$ cat config.mk
export PLATFORM = sky130hd
export DESIGN_NAME = pipe_hazard_reg_flat
export DESIGN_NICKNAME = d
export VERILOG_FILES = /design/src/rtl/pipe_hazard_reg_pkg.sv /design/src/rtl/pipe_hazard_reg_if.sv /design/src/rtl/pipe_hazard_reg_bubble_counter.sv /design/src/rtl/pipe_hazard_reg.sv /design/src/flat_wrapper.sv
export SDC_FILE = /design/constraint.sdc
export NUM_CORES = 1
export LEC_CHECK = 0
export ABC_AREA = 0
export BUFFER_PORTS_ARGS = -buffer_cell sky130_fd_sc_hd__buf_2
export CAP_MARGIN = 20
export CORE_UTILIZATION = 45
export DETAILED_ROUTE_END_ITERATION = 10
export HOLD_SLACK_MARGIN = 0.15
export PLACE_DENSITY = 0.8
export SETUP_SLACK_MARGIN = 0.1
export SLEW_MARGIN = 20
export SYNTH_ARGS = -nofsm -noshare
export SYNTH_HDL_FRONTEND = slang
export SYNTH_SLANG_ARGS = --single-unit
$ cat constraint.sdc
create_clock -name clk -period 3.6 [get_ports clk]
set_input_delay 0.36 -clock clk [delete_from_list [all_inputs] [get_ports clk]]
set_output_delay 0.36 -clock clk [all_outputs]
set_load 0.005 [all_outputs]
$ cat src/rtl/pipe_hazard_reg_pkg.sv
// ---------------------------------------------------------------------------
// pipe_pkg
// Shared types and constants for the pipe_hazard_reg pipeline register.
//   state_t                  : control state of the hazard register (RUN, SQUASH)
//   OP1_LW/OP1_BCOND/OP1_JAL : primary opcode values of the instructions that
//                              create load-use hazards or redirects
//   DEFAULT_*                : default parameter values for the block
//   sat_inc32                : saturating 32-bit increment for statistics
// ---------------------------------------------------------------------------
package pipe_pkg;

  typedef enum logic [0:0] {
    RUN    = 1'b0,
    SQUASH = 1'b1
  } state_t;

  localparam logic [6:0] OP1_LW    = 7'b0000011;
  localparam logic [6:0] OP1_BCOND = 7'b1100011;
  localparam logic [6:0] OP1_JAL   = 7'b1101111;

  localparam int DEFAULT_PAYLOAD_W        = 96;
  localparam int DEFAULT_REG_IDX_W        = 4;
  localparam int DEFAULT_REDIRECT_BUBBLES = 1;
  localparam int DEFAULT_CNT_W            = 3;

  // Counters stick at all-ones instead of wrapping back to zero.
  function automatic logic [31:0] sat_inc32(input logic [31:0] value);
    return (value == 32'hFFFF_FFFF) ? value : value + 32'd1;
  endfunction

endpackage

$ cat src/rtl/pipe_hazard_reg_if.sv
// ---------------------------------------------------------------------------
// pipe_hazard_reg_if
// Bundles the decode-side inputs and the latched-stage outputs of the
// pipeline hazard register.
//   master modport : decode/execute side plus the consumer of the latched stage
//                    (drives in_*, observes out_*, pc_hold, flush_dec)
//   slave modport  : the pipe_hazard_reg itself
// Parameters:
//   PAYLOAD_W : width of the opaque payload
//   REG_IDX_W : register index width
// ---------------------------------------------------------------------------
interface pipe_hazard_reg_if
  import pipe_pkg::*;
#(
  parameter int PAYLOAD_W = DEFAULT_PAYLOAD_W,
  parameter int REG_IDX_W = DEFAULT_REG_IDX_W
);

  logic                 in_valid;
  logic [PAYLOAD_W-1:0] in_payload;
  logic                 in_wr_en;
  logic [REG_IDX_W-1:0] in_dst;
  logic [REG_IDX_W-1:0] in_src1;
  logic [REG_IDX_W-1:0] in_src2;
  logic                 in_uses_src2;
  logic                 in_is_load;
  logic                 in_redirect;

  logic                 out_valid;
  logic [PAYLOAD_W-1:0] out_payload;
  logic                 out_wr_en;
  logic [REG_IDX_W-1:0] out_dst;
  logic                 out_is_load;
  logic                 pc_hold;
  logic                 flush_dec;

  modport master (
    output in_valid, in_payload, in_wr_en, in_dst, in_src1, in_src2,
           in_uses_src2, in_is_load, in_redirect,
    input  out_valid, out_payload, out_wr_en, out_dst, out_is_load,
           pc_hold, flush_dec
  );

  modport slave (
    input  in_valid, in_payload, in_wr_en, in_dst, in_src1, in_src2,
           in_uses_src2, in_is_load, in_redirect,
    output out_valid, out_payload, out_wr_en, out_dst, out_is_load,
           pc_hold, flush_dec
  );

endinterface

$ cat src/rtl/pipe_hazard_reg_bubble_counter.sv
// ---------------------------------------------------------------------------
// bubble_counter
// Loadable down-counter that tracks how many squash bubbles remain after a
// redirect.
// Ports:
//   clk, reset : pipeline clock, asynchronous active-high reset
//   load       : load load_val (has priority over dec)
//   load_val   : value to load
//   dec        : decrement by one, stopping at zero
//   is_zero    : count == 0
//   is_one     : count == 1 (last bubble of the squash window)
// ---------------------------------------------------------------------------
module bubble_counter #(
  parameter int CNT_W = 3
) (
  input  logic             clk,
  input  logic             reset,
  input  logic             load,
  input  logic [CNT_W-1:0] load_val,
  input  logic             dec,
  output logic             is_zero,
  output logic             is_one
);

  logic [CNT_W-1:0] count;

  // Load wins over decrement; decrement never wraps below zero.
  always_ff @(posedge clk or posedge reset) begin
    if (reset) begin
      count <= '0;
    end else if (load) begin
      count <= load_val;
    end else if (dec && (count != '0)) begin
      count <= count - 1'b1;
    end
  end

  assign is_zero = (count == '0);
  assign is_one  = (count == CNT_W'(1));

endmodule

$ cat src/rtl/pipe_hazard_reg.sv
// ---------------------------------------------------------------------------
// pipe_hazard_reg
// Pipeline register between decode/execute and memory/writeback. Latches a
// payload plus writeback control, stalls one cycle on a load-use hazard and
// squashes REDIRECT_BUBBLES wrong-path decode slots after a taken branch/JAL.
// Ports:
//   clk         : pipeline clock
//   reset       : asynchronous, active-high
//   bus         : pipe_hazard_reg_if.slave (decode inputs, latched outputs,
//                 combinational pc_hold / flush_dec)
//   stat_stall  : (PIPE_STATS_EN only) saturating count of load-use stall cycles
//   stat_squash : (PIPE_STATS_EN only) saturating count of squash cycles
// Parameters:
//   PAYLOAD_W, REG_IDX_W : must match the connected interface instance
//   REDIRECT_BUBBLES     : squashed cycles after a redirect, 0..7
//   CNT_W                : bubble counter width, must hold REDIRECT_BUBBLES
// Optional feature macro: PIPE_STATS_EN
// ---------------------------------------------------------------------------
module pipe_hazard_reg
  import pipe_pkg::*;
#(
  parameter int PAYLOAD_W        = DEFAULT_PAYLOAD_W,
  parameter int REG_IDX_W        = DEFAULT_REG_IDX_W,
  parameter int REDIRECT_BUBBLES = DEFAULT_REDIRECT_BUBBLES,
  parameter int CNT_W            = DEFAULT_CNT_W
) (
  input  logic             clk,
  input  logic             reset,
  pipe_hazard_reg_if.slave bus
`ifdef PIPE_STATS_EN
  ,
  output logic [31:0]      stat_stall,
  output logic [31:0]      stat_squash
`endif
);

  state_t               state;
  state_t               state_next;

  logic                 valid_q;
  logic [PAYLOAD_W-1:0] payload_q;
  logic                 wr_en_q;
  logic [REG_IDX_W-1:0] dst_q;
  logic                 is_load_q;

  logic                 haz;
  logic                 in_squash;
  logic                 capture;
  logic                 load_fields;
  logic                 load_bubble;
  logic                 cnt_load;
  logic                 cnt_dec;
  logic                 cnt_is_zero;
  logic                 cnt_is_one;
  logic                 hold_c;
  logic                 flush_c;

  // A load in the latched stage feeds a register the decode instruction
  // reads; src2 only counts when it is really read (not an immediate).
  assign haz = valid_q & is_load_q & bus.in_valid &
               ((bus.in_src1 == dst_q) | (bus.in_uses_src2 & (bus.in_src2 == dst_q)));

  assign in_squash = (state == SQUASH);
  assign capture   = bus.in_valid & ~haz & ~in_squash;

  // Control state register.
  always_ff @(posedge clk or posedge reset) begin
    if (reset) begin
      state <= RUN;
    end else begin
      state <= state_next;
    end
  end

  // Next-state and control decode. A hazard wins over a redirect: the
  // hazarded branch stalls and redirects when it is presented again.
  always_comb begin
    state_next  = state;
    hold_c      = 1'b0;
    flush_c     = 1'b0;
    load_fields = 1'b0;
    load_bubble = 1'b0;
    cnt_load    = 1'b0;
    cnt_dec     = 1'b0;
    case (state)
      RUN: begin
        if (haz) begin
          hold_c      = 1'b1;
          load_bubble = 1'b1;
        end else begin
          load_fields = 1'b1;
          if (capture && bus.in_redirect && (REDIRECT_BUBBLES > 0)) begin
            cnt_load   = 1'b1;
            state_next = SQUASH;
          end
        end
      end
      SQUASH: begin
        flush_c     = 1'b1;
        load_bubble = 1'b1;
        cnt_dec     = 1'b1;
        // is_zero only guards against a window that should never occur.
        if (cnt_is_one || cnt_is_zero) begin
          state_next = RUN;
        end
      end
      default: begin
        state_next = RUN;
      end
    endcase
  end

  assign bus.pc_hold   = hold_c;
  assign bus.flush_dec = flush_c;

  // Remaining squash slots after a redirect.
  bubble_counter #(
    .CNT_W(CNT_W)
  ) u_bubble_counter (
    .clk      (clk),
    .reset    (reset),
    .load     (cnt_load),
    .load_val (CNT_W'(REDIRECT_BUBBLES)),
    .dec      (cnt_dec),
    .is_zero  (cnt_is_zero),
    .is_one   (cnt_is_one)
  );

  // Latched stage. Write enable and load flag are qualified with valid so a
  // bubble can never write the register file; a bubble keeps the old payload
  // and destination to avoid needless toggling of the wide payload.
  always_ff @(posedge clk or posedge reset) begin
    if (reset) begin
      valid_q   <= 1'b0;
      payload_q <= '0;
      wr_en_q   <= 1'b0;
      dst_q     <= '0;
      is_load_q <= 1'b0;
    end else if (load_fields) begin
      valid_q   <= bus.in_valid;
      payload_q <= bus.in_payload;
      wr_en_q   <= bus.in_wr_en & bus.in_valid;
      dst_q     <= bus.in_dst;
      is_load_q <= bus.in_is_load & bus.in_valid;
    end else if (load_bubble) begin
      valid_q   <= 1'b0;
      wr_en_q   <= 1'b0;
      is_load_q <= 1'b0;
    end
  end

  assign bus.out_valid   = valid_q;
  assign bus.out_payload = payload_q;
  assign bus.out_wr_en   = wr_en_q;
  assign bus.out_dst     = dst_q;
  assign bus.out_is_load = is_load_q;

`ifdef PIPE_STATS_EN
  // Statistics: stall cycles are hazard cycles seen in RUN; squash cycles are
  // every cycle spent in SQUASH. Both saturate.
  always_ff @(posedge clk or posedge reset) begin
    if (reset) begin
      stat_stall  <= '0;
      stat_squash <= '0;
    end else begin
      if (hold_c) begin
        stat_stall <= sat_inc32(stat_stall);
      end
      if (flush_c) begin
        stat_squash <= sat_inc32(stat_squash);
      end
    end
  end
`endif

endmodule

$ cat src/flat_wrapper.sv
// flat-port wrapper written by rule: the top's interface ports become plain ports
module pipe_hazard_reg_flat import pipe_pkg::*;
#(
  parameter int PAYLOAD_W        = DEFAULT_PAYLOAD_W,
  parameter int REG_IDX_W        = DEFAULT_REG_IDX_W,
  parameter int REDIRECT_BUBBLES = DEFAULT_REDIRECT_BUBBLES,
  parameter int CNT_W            = DEFAULT_CNT_W
)
  (clk, reset, bus_in_valid, bus_in_payload, bus_in_wr_en, bus_in_dst, bus_in_src1, bus_in_src2, bus_in_uses_src2, bus_in_is_load, bus_in_redirect, bus_out_valid, bus_out_payload, bus_out_wr_en, bus_out_dst, bus_out_is_load, bus_pc_hold, bus_flush_dec);
  pipe_hazard_reg_if #(.PAYLOAD_W(PAYLOAD_W), .REG_IDX_W(REG_IDX_W)) bus_i ();
  input  logic clk;
  input  logic reset;
  input wire logic [$bits(bus_i.in_valid)-1:0] bus_in_valid;
  input wire logic [$bits(bus_i.in_payload)-1:0] bus_in_payload;
  input wire logic [$bits(bus_i.in_wr_en)-1:0] bus_in_wr_en;
  input wire logic [$bits(bus_i.in_dst)-1:0] bus_in_dst;
  input wire logic [$bits(bus_i.in_src1)-1:0] bus_in_src1;
  input wire logic [$bits(bus_i.in_src2)-1:0] bus_in_src2;
  input wire logic [$bits(bus_i.in_uses_src2)-1:0] bus_in_uses_src2;
  input wire logic [$bits(bus_i.in_is_load)-1:0] bus_in_is_load;
  input wire logic [$bits(bus_i.in_redirect)-1:0] bus_in_redirect;
  output wire logic [$bits(bus_i.out_valid)-1:0] bus_out_valid;
  output wire logic [$bits(bus_i.out_payload)-1:0] bus_out_payload;
  output wire logic [$bits(bus_i.out_wr_en)-1:0] bus_out_wr_en;
  output wire logic [$bits(bus_i.out_dst)-1:0] bus_out_dst;
  output wire logic [$bits(bus_i.out_is_load)-1:0] bus_out_is_load;
  output wire logic [$bits(bus_i.pc_hold)-1:0] bus_pc_hold;
  output wire logic [$bits(bus_i.flush_dec)-1:0] bus_flush_dec;
  assign bus_i.in_valid = bus_in_valid;
  assign bus_i.in_payload = bus_in_payload;
  assign bus_i.in_wr_en = bus_in_wr_en;
  assign bus_i.in_dst = bus_in_dst;
  assign bus_i.in_src1 = bus_in_src1;
  assign bus_i.in_src2 = bus_in_src2;
  assign bus_i.in_uses_src2 = bus_in_uses_src2;
  assign bus_i.in_is_load = bus_in_is_load;
  assign bus_i.in_redirect = bus_in_redirect;
  assign bus_out_valid = bus_i.out_valid;
  assign bus_out_payload = bus_i.out_payload;
  assign bus_out_wr_en = bus_i.out_wr_en;
  assign bus_out_dst = bus_i.out_dst;
  assign bus_out_is_load = bus_i.out_is_load;
  assign bus_pc_hold = bus_i.pc_hold;
  assign bus_flush_dec = bus_i.flush_dec;
  pipe_hazard_reg #(.PAYLOAD_W(PAYLOAD_W), .REG_IDX_W(REG_IDX_W), .REDIRECT_BUBBLES(REDIRECT_BUBBLES), .CNT_W(CNT_W)) u_core (.clk(clk), .reset(reset), .bus(bus_i));
endmodule
== Yosys cells after proc, flatten, opt, wreduce, memory -nomap -nowiden ==
Cells that the tools add are included.

* Register bits: 107
* Input port bits: 115
* Logic and storage cells: 46
* Output and inout port bits: 105

* Bitwise operators: 11
* Add/sub/neg operators: 1
* Muxes and demuxes: 17
* Equality and inequality tests: 3
* Reduce and logical (&&, ||, !) cells: 7

{| class="wikitable"
|+ Operators with widths
! cell !! count
|-
| two-way mux 1 bit || 13
|-
| AND 1 bit || 8
|-
| equality test 4 bit || 2
|-
| two-way mux 3 bit || 2
|-
| one-hot mux 1 bit (2 select lines) || 2
|-
| nonzero test 2 bit || 2
|-
| equality test 3 x 1 -> 1 bit (second input constant) || 1
|-
| zero test 3 bit || 1
|-
| nonzero test 3 bit || 1
|-
| subtractor 3 x 1 -> 3 bit (second input constant) || 1
|-
| logical AND 1 bit || 2
|-
| inverter 1 bit || 2
|-
| logical OR 1 bit || 1
|-
| bitwise OR 1 bit || 1
|}

== Longest topological paths before layout ==
Gate-level depths: netlist of the first run.

* Depth in word-level cells: 12
* Mapped depth: 6
* Depth with buffers taken out: 6

== Cells and area by module ==
Synthesis of the first run repeated with hierarchy kept, for this count alone.

* Cell total of the unflattened synthesis: 273
* Area total of the unflattened synthesis: 4,762.1 µm²

{| class="wikitable"
|+ Modules (own cells, without submodules)
! module !! area each (µm²) !! cells an instance !! instances !! sequential area each (µm²)
|-
| pipe_hazard_reg || 4,533.1 || 247 || 1 || 2,602.5
|-
| bubble_counter || 229.0 || 26 || 1 || 75.1
|}

== Worst setup path before layout of the first run ==
No wires, ideal clock.

* Kind: register -> register
* From: reg u_core.dst_q[3] (netlist: u_core.bus.out_dst[3])
* To: reg u_core.dst_q[0] (netlist: u_core.bus.out_dst[0])
* Buffers on the path: 2
* Data required time: 3,472 ps
* Cell stages (with the launch flop): 7
* Library setup time: 128 ps
* Period minus slack after synthesis: 1,898 ps
* Setup slack: 1,702 ps
* Arrival time: 1,771 ps
* Cells stage by stage: dfrtp_1 -> xor2_1 -> and4b_1 -> a221oi_1 -> buf_2 -> buf_4 -> mux2_1

* Cells in the longest elaborated chain, start to end: 6
* Elaborated cells between the ends (all ways): 7
* Classes of those cells: eq/ne: 2; mux: 2; bitwise: 3

{| class="wikitable"
|+ Ends and longest elaborated chain
! item !! RTL line !! text
|-
| start: declaration || pipe_hazard_reg.sv:43 || <nowiki>logic [REG_IDX_W-1:0] dst_q;</nowiki>
|-
| start signal: assignment || pipe_hazard_reg.sv:143 || <nowiki>dst_q <= bus.in_dst;</nowiki>
|-
| equality test 4 bit || pipe_hazard_reg.sv:61 || <nowiki>((bus.in_src1 == dst_q) | (bus.in_uses_src2 & (bus.in_src2 == dst_q)));</nowiki>
|-
| AND 1 bit || pipe_hazard_reg.sv:61 ||
|-
| bitwise OR 1 bit * || pipe_hazard_reg.sv:61 ||
|-
| AND 1 bit * || pipe_hazard_reg.sv:60 || <nowiki>assign haz = valid_q & is_load_q & bus.in_valid &</nowiki>
|-
| two-way mux 1 bit * || pipe_hazard_reg.sv:87 || <nowiki>if (haz) begin</nowiki>
|-
| two-way mux 1 bit * || pipe_hazard_reg.sv:85 || <nowiki>case (state)</nowiki>
|}

Every way passes the cells marked *; elsewhere a longest branch is shown, timed or not.
A chain may end at the register's enable or synchronous reset.

== Worst setup path in the final report of the first run ==
* From: reg u_core.dst_q[1] (netlist: u_core.bus.out_dst[1])
* To: out bus_pc_hold

* Cells in the longest elaborated chain, start to end: 6
* Elaborated cells between the ends (all ways): 7
* Classes of those cells: eq/ne: 2; mux: 2; bitwise: 3

{| class="wikitable"
|+ Ends and longest elaborated chain
! item !! RTL line !! text
|-
| equality test 4 bit || pipe_hazard_reg.sv:61 ||
|-
| AND 1 bit || pipe_hazard_reg.sv:61 ||
|-
| bitwise OR 1 bit * || pipe_hazard_reg.sv:61 ||
|-
| AND 1 bit * || pipe_hazard_reg.sv:60 ||
|-
| two-way mux 1 bit * || pipe_hazard_reg.sv:87 ||
|-
| two-way mux 1 bit * || pipe_hazard_reg.sv:85 ||
|-
| end: declaration || flat_wrapper.sv:27 || <nowiki>output wire logic [$bits(bus_i.pc_hold)-1:0] bus_pc_hold;</nowiki>
|}

Marked as above.

==> summary.md, run 1 <==
| Metric | Value |
|---|---|
| Hold slack | 127.8 ps |
| LEAKAGE | 0.002790 uW |
| M1 GR Usage | 21.72% |
| Row count | 34 |
| Clock sinks | 107 |
| Worst slack at placement | 1218 ps |
| Post-CTS Setup Bufs | 0 |
| Die width | 98.64 um |
| Yosys reg bits | 107 |
| First-pass GRT wire length | 14,480 um |
| Peak VDD IR | 346.6 uV |
| CTS clk-pin slew, worst paths | 110 ps |
| Routed length per instance | 14.80 um |
| Post-synth top cells | dfrtp_1, mux2_1, buf_4, xor2_1, inv_1 |
| PostCTS Resize Cnt | 0 |
| Pwr Density | 734.0 nW/um^2 |
| Initial antenna violation count | 0 |
| Top Usage Layer GRT | met2 |
| Num CTS Buffers | 9 |
| Internal power | 2828 uW |
| Core ar. | 8891 sq um |
| Die height | 98.64 um |
| Largest net degree at the start of global routing | 86 |
| Clk network pwr share | 19.1% |
| Synthesized Nets | 380 |
| Hold WC Path Type | in2async |
| Final Hold Fails | 0 |
| CTS tree | yes |
| Worst-Margin Slew | 737.2 ps |
| Routed vias/inst | 4.889 |
| Async SR Flop Fraction | 100.0% |
| FF+latch area | 2678 sq um |
| Setup tns final | 0 ps |
| DP HPWL | 6718 um |
| Top post-synthesis cells by area | dfrtp_1, mux2_1, buf_4 |
| Top-area cell type share of the netlist area | 63.71% |
| Most used DFF post-synth | dfrtp_1 |
| CP Cell Sequence | xnor2_1 -> nand2b_1 -> nor4_2 -> o21ba_2 -> buf_2 |
| Synthesis-to-finish area growth | 33.64% |
| Cell Area, Synth | 4203 sq um |
| Netlist cell types | 26 |
| 1st-pass router iterations | 4 |
| Startpoint types | flip-flop |
| Htree depth | 3 |
| GRT Resource Usage Total | 18.89% |
| Status | completed |
| Routed via count | 2,914 |
| Post-synthesis sequential area ratio | 63.71% |
| Setup violations, final | 0 |
| Crit-path slowest cell | nor4_2 |
| Number of synthesized flops with an enable pin | 0 |
| Die area | 9730 sq um |
| DR iter-0 viols | 78 |
| Final period util | 67.33% |
| PortBufs | 219 |
| Clock Path Buffers | 2 |
| Routed Antenna Nets | 0 |
| Overflow after GRT | 0 |
| Cell taking the most area after synthesis | dfrtp_1 |
| Tmin final | 2424 ps |
| Average size of a mapped cell | 16.04 sq um |
| # diodes | 0 |
| Met2 usage | 33.21% |
| Vias in the first global route | 3,109 |
| Root buf cell | clkbuf_8 |
| GP Congestion | 0.8029 |
| Skew-Pair Late Insertion Delay | 350 ps |
| Req. time, crit path | 3240 ps |
| Switching power of the nets | 1294 uW |
| Flop pwr share | 46.1% |
| PnR worst setup slack | 1176 ps |
| Fmax | 412.5 MHz |
| Crit path DAT | 2060 ps |
| Count leader, synth | dfrtp_1 |
| Combinational share of power | 34.8% |
| Layout fillers | 736 |
| Fin nets | 602 |
| Multi-input combinational cell area | 1444 sq um |
| Final Power | 4123 uW |
| Slew HR | 50.44% |
| Syn Inst Count | 262 |
| Clock Skews | 13.91 ps |
| Final WL | 8822 um |
| Met3 usage | 6.596% |
| Worst setup EP type | primary output |
| DRC violations left | 0 |
| Max-Cap Viols | 0 |
| CP max FO | 8 |
| Cts hold-fix bufs | 0 |
| Largest stage delay, worst path | 630 ps |
| Crit Path Category | reg2out |
| Net Sw Frac | 31.40% |
| RSZ-0062 raised after global routing | false |
| Yosys warnings | 0 |
| Layout cells sized above 1 | 49.59% |
| Top Ports | 220 |
| Slew Limit Fails | 0 |
| Initial Util | 47.27% |
path summary, 6_finish.rpt:
check                                      startpoint                         end  slack, ps  depth (start not counted)
hold / removal                                  reset  u_core.bus.out_payload[76]        130                          2
hold reg to reg            u_core.bus.out_payload[93]  u_core.bus.out_payload[93]        480                          1
max in group asynchronous                       reset  u_core.bus.out_payload[43]       2800                          3
setup reg to reg                u_core.bus.out_dst[3]  u_core.bus.out_payload[26]       1250                          5
setup / recovery                u_core.bus.out_dst[1]                 bus_pc_hold       1180                          5
min in group clk                   bus_in_payload[72]  u_core.bus.out_payload[72]        210                          2
through the flow:
| stage | util (%) | instance area (sq um) | std cells |
|---|---|---|---|
| 4_1_cts | 63.14 | 5614 | 596 |
| 2_1_floorplan | - | 4203 | 262 |
| 3_5_place_dp | 60.74 | 5400 | 581 |
| 3_3_place_gp | 60.74 | 5400 | 581 |
| 6_report | 63.17 | 5617 | 596 |
| 5_1_grt | 63.17 | 5617 | 596 |
layer usage:
layer  vias up  routed length (um)
li1       1357                   -
met1      1414                3411
met2       133                4539
met3        10                 769
met4         0                 100
met5         -                   0
layout by cell type (no fill, tap or decap), drive strengths merged, types with 2 or more instances in the layout:
master,Yosys,routed
buf,11,223
bufinv,0,2
clkbuf,1,9
clkinv,0,2
dfrtp,107,107
ha,3,3
inv,4,5
mux2,100,100
nand2,2,2
nand2b,2,2
nor2,3,3
nor3,3,3
nor4b,2,2
o21ai,2,2
o31a,2,2
o31ai,2,2
xnor2,3,3
xor2,6,6
kinds of logic (layout without fill, tap and decap cells):
logic type | Yosys count | in the layout | share of synthesized area [%]
flops | 107 | 107 | 63.71
mux | 101 | 101 | 27.03
simple gates | 17 | 17 | 2.501
buf+inv | 16 | 242 | 2.352
compound gates | 9 | 9 | 1.637
xor+xnor | 9 | 9 | 1.876
fa+ha+maj | 3 | 3 | 0.8932
registers in the layout, summed over array words and instances (netlist names):
name                           flops
u_core.bus.out_wr_en               1
u_core.bus.out_payload            96
u_core.u_bubble_counter.count      3
u_core.bus.out_is_load             1
u_core.bus.out_valid               1
u_core.in_squash                   1
u_core.bus.out_dst                 4
power groups by stage:
stage	clock network [uW]	logic, uW	registers (uW)
3_3_place_gp	0	1410	1900
5_1_grt	858	1590	1970
6_report	786	1440	1900
4_1_cts	811	1470	1900
3_5_place_dp	0	1470	1920
2_1_floorplan	0	790	1950
cell type report:
type,count,area share (%)
Multi-Input combinational cell,139,25.71
Tap cell,108,2.406
Inverter,4,0.3564
Clock inverter,6,1.604
Sequential cell,107,47.67
Timing Repair Buffer,223,20.05
Clock buffer,9,2.205
worst max-delay path: cells and delay by family (launching register included):
family / cells / cell delay (ps)
simple gates: 2 / 720
flops: 1 / 450
buf+inv: 1 / 110
xor+xnor: 1 / 230
compound gates: 1 / 210
Power figures use the tool's default switching activity.
==> run 2: changes to the inputs <==
Settings changed: CORE_UTILIZATION 45 to 41, PLACE_DENSITY 0.8 to 0.77.
Clock period 3.6 ns to 2.2 ns, I/O delays scaled along.
==> summary.md, run 2 (synthesized netlist as in run 1, its figures left out) <==
| Metric | Value |
|---|---|
| Status | completed (unchanged) |
| Clock Skews | 15.49 ps (was 13.91 ps) |
| Largest stage delay, worst path | 450 ps (was 630 ps) |
| Top Ports | 220 (unchanged) |
| Combinational share of power | 40.2% (was 34.8%) |
| Crit Path Category | reg2reg (was reg2out) |
| Crit path DAT | 2300 ps (was 2060 ps) |
| Pwr Density | 1054 nW/um^2 (was 734.0 nW/um^2) |
| Num CTS Buffers | 9 (unchanged) |
| Worst setup EP type | flip-flop (was primary output) |
| GRT Resource Usage Total | 20.61% (was 18.89%) |
| Worst-Margin Slew | 521.6 ps (was 737.2 ps) |
| Setup violations, final | 0 (unchanged) |
| DP HPWL | 7038 um (was 6718 um) |
| Crit-path slowest cell | dfrtp_2 (was nor4_2) |
| Worst R2R Start | u_core.bus.out_dst[3] (unchanged) |
| DRC violations left | 0 (unchanged) |
| DR iter-0 viols | 39 (was 78) |
| Layout cells sized above 1 | 42.60% (was 49.59%) |
| Worst Path Buf+Inv | 2 (was 1) |
| Clock sinks | 107 (unchanged) |
| Setup tns final | 0 ps (unchanged) |
| Core ar. | 9864 sq um (was 8891 sq um) |
| LEAKAGE | 0.003294 uW (was 0.002790 uW) |
| GP Congestion | 0.7411 (was 0.8029) |
| Fmax | 481.5 MHz |
| Routed Antenna Nets | 0 (unchanged) |
| Most frequent cells in the layout | buf_2, dfrtp_1, dlygate4sd3_1 (was buf_2, dfrtp_1, mux2_1) |
| Clock Path Buffers | 2 (unchanged) |
| Family with the most delay on the worst path | flip-flops (was simple AND/OR/NAND/NOR gates) |
| Hold WC Path Type | in2reg (was in2async) |
| Row count | 36 (was 34) |
| Initial antenna violation count | 0 (unchanged) |
| Internal power | 4807 uW (was 2828 uW) |
| CTS tree | yes (unchanged) |
| # diodes | 0 (unchanged) |
| Final WL | 11,840 um (was 8822 um) |
| Clk network pwr share | 16.1% (was 19.1%) |
| Crit. Startpoint | u_core.bus.out_dst[3] (was u_core.bus.out_dst[1]) |
| 1st-pass router iterations | 4 (unchanged) |
| Die area | 10,660 sq um (was 9730 sq um) |
| Req. time, crit path | 2430 ps (was 3240 ps) |
| Min-Delay Path Depth | 3 |
| Critical Path End | u_core.bus.out_payload[41] (was bus_pc_hold) |
| Slew Limit Fails | 0 (unchanged) |
| Final Hold Fails | 0 (unchanged) |
| Largest net degree at the start of global routing | 67 (was 86) |
| Htree depth | 3 (unchanged) |
| Peak VDD IR | 627.9 uV (was 346.6 uV) |
| Vias in the first global route | 3,624 (was 3,109) |
| Routed length per instance | 16.13 um (was 14.80 um) |
| CP Cell Sequence | xor2_2 -> and4b_1 -> a221oi_4 -> buf_6 -> clkbuf_16 -> mux2_1 (was xnor2_1 -> nand2b_1 -> nor4_2 -> o21ba_2 -> buf_2) |
| Startpoint types | flip-flop (unchanged) |
| Die width | 103.2 um (was 98.64 um) |
| CP max FO | 15 (was 8) |
| Placed instance count | 611 (was 581) |
| FF+latch area | 2679 sq um (was 2678 sq um) |
| Final period util | 94.40% |
| Synthesis-to-finish area growth | 62.76% (was 33.64%) |
| Switching power of the nets | 2403 uW (was 1294 uW) |
| Multi-input combinational cell area | 1458 sq um (was 1444 sq um) |
| Stages on the worst setup path | 6 (was 5) |
| Net Sw Frac | 33.33% (was 31.40%) |
| Commonest non-fill, non-tap cell in the layout | buf_2 (unchanged) |
| Routed vias/inst | 4.717 (was 4.889) |
| Initial Util | 42.61% (was 47.27%) |
| Tmin final | 2077 ps |
| Root buf cell | clkbuf_8 (unchanged) |
| Reg2reg path depth | 6 (was 5) |
| Die height | 103.2 um (was 98.64 um) |
| Layout fillers | 662 (was 736) |
| FF-to-FF setup slack | 120 ps (was 1250 ps) |
| Routed via count | 3,462 (was 2,914) |
| RSZ-0062 raised after global routing | true (was false) |
| PortBufs | 219 (unchanged) |
| Overflow after GRT | 0 (unchanged) |
| Number of flip-flops in the largest register | 96 (unchanged) |
| Slew HR | 65.16% (was 50.44%) |
| Final non-filler cell total | 734 (was 596) |
| Final Power | 7211 uW (was 4123 uW) |
| First-pass GRT wire length | 16,730 um (was 14,480 um) |
| Fin nets | 714 (was 602) |
| Skew-Pair Late Insertion Delay | 360 ps (was 350 ps) |
| CTS clk-pin slew, worst paths | 100 ps (was 110 ps) |
| Flop pwr share | 43.7% (was 46.1%) |
| Max-Cap Viols | 0 (unchanged) |
| RR Endpoint | u_core.bus.out_payload[41] (was u_core.bus.out_payload[26]) |
run 2: worst min path at each step:
stage,start,slack [ps],end
finish,bus_in_valid,200,u_core.bus.out_valid
global route,bus_in_valid,190,u_core.bus.out_valid
detailed placement,reset,290,u_core.bus.out_payload[67]
floorplan,bus_in_dst[0],350,u_core.bus.out_dst[0]
CTS,bus_in_valid,170,u_core.bus.out_valid
global placement,reset,280,u_core.bus.out_payload[67]
run 2: power by group through the flow:
stage / combinational [uW] / sequential [uW] / clock (uW)
floorplan: 1290 / 3190 / 0
global placement: 2440 / 3110 / 0
detailed placement: 2530 / 3160 / 0
CTS: 2680 / 3130 / 1200
global route: 3160 / 3250 / 1280
finish: 2900 / 3150 / 1160
run 2: metal layers:
layer	global-route usage [%]	vias up	share of wire (%)
li1	-	1590	-
met5	0	-	0
met1	21.51	1698	36
met4	8.992	0	2.6
met2	40.10	144	57
met3	3.763	30	5.1
run 2: what timing repair did:
action / in CTS / in global routing
gates resized for setup: 2 / 8
endpoints found under the hold margin: 124 / 0
setup buffers: 0 / 1
gates cloned: 0 / 3
setup endpoints to repair: 24 / 87
hold buffers: 103 / 0
run 2: area by class of cell:
class	instances	share of cell area, %
clock buffers	10	2.012
clock inverters	6	0.8597
inverters	4	0.2744
multi-input cells	139	21.31
flip-flops and latches	107	39.16
well taps	133	2.433
repair buffers	335	33.95
run 2: worst register-to-register path: cells and delay by family (launching register included):
kind	cells	cell delay (ps)
buf+inv	2	360
compound gates	1	350
xor+xnor	1	200
flops	1	450
simple gates	1	240
mux	1	350
run 2: per-stage QoR:
stage / utilization (%) / setup WS, ps / cell area, sq um / hold WS [ps]
after floorplan: - / 301.8 / 4207 / 354.7
after global placement: 55.83 / 189.2 / 5508 / 283.2
after detailed placement: 55.83 / 92.26 / 5508 / 288.4
after CTS: 68.37 / 76.17 / 6744 / 172.3
after global routing: 69.34 / 63.20 / 6840 / 191.4
final: 69.34 / 123.1 / 6840 / 204.6
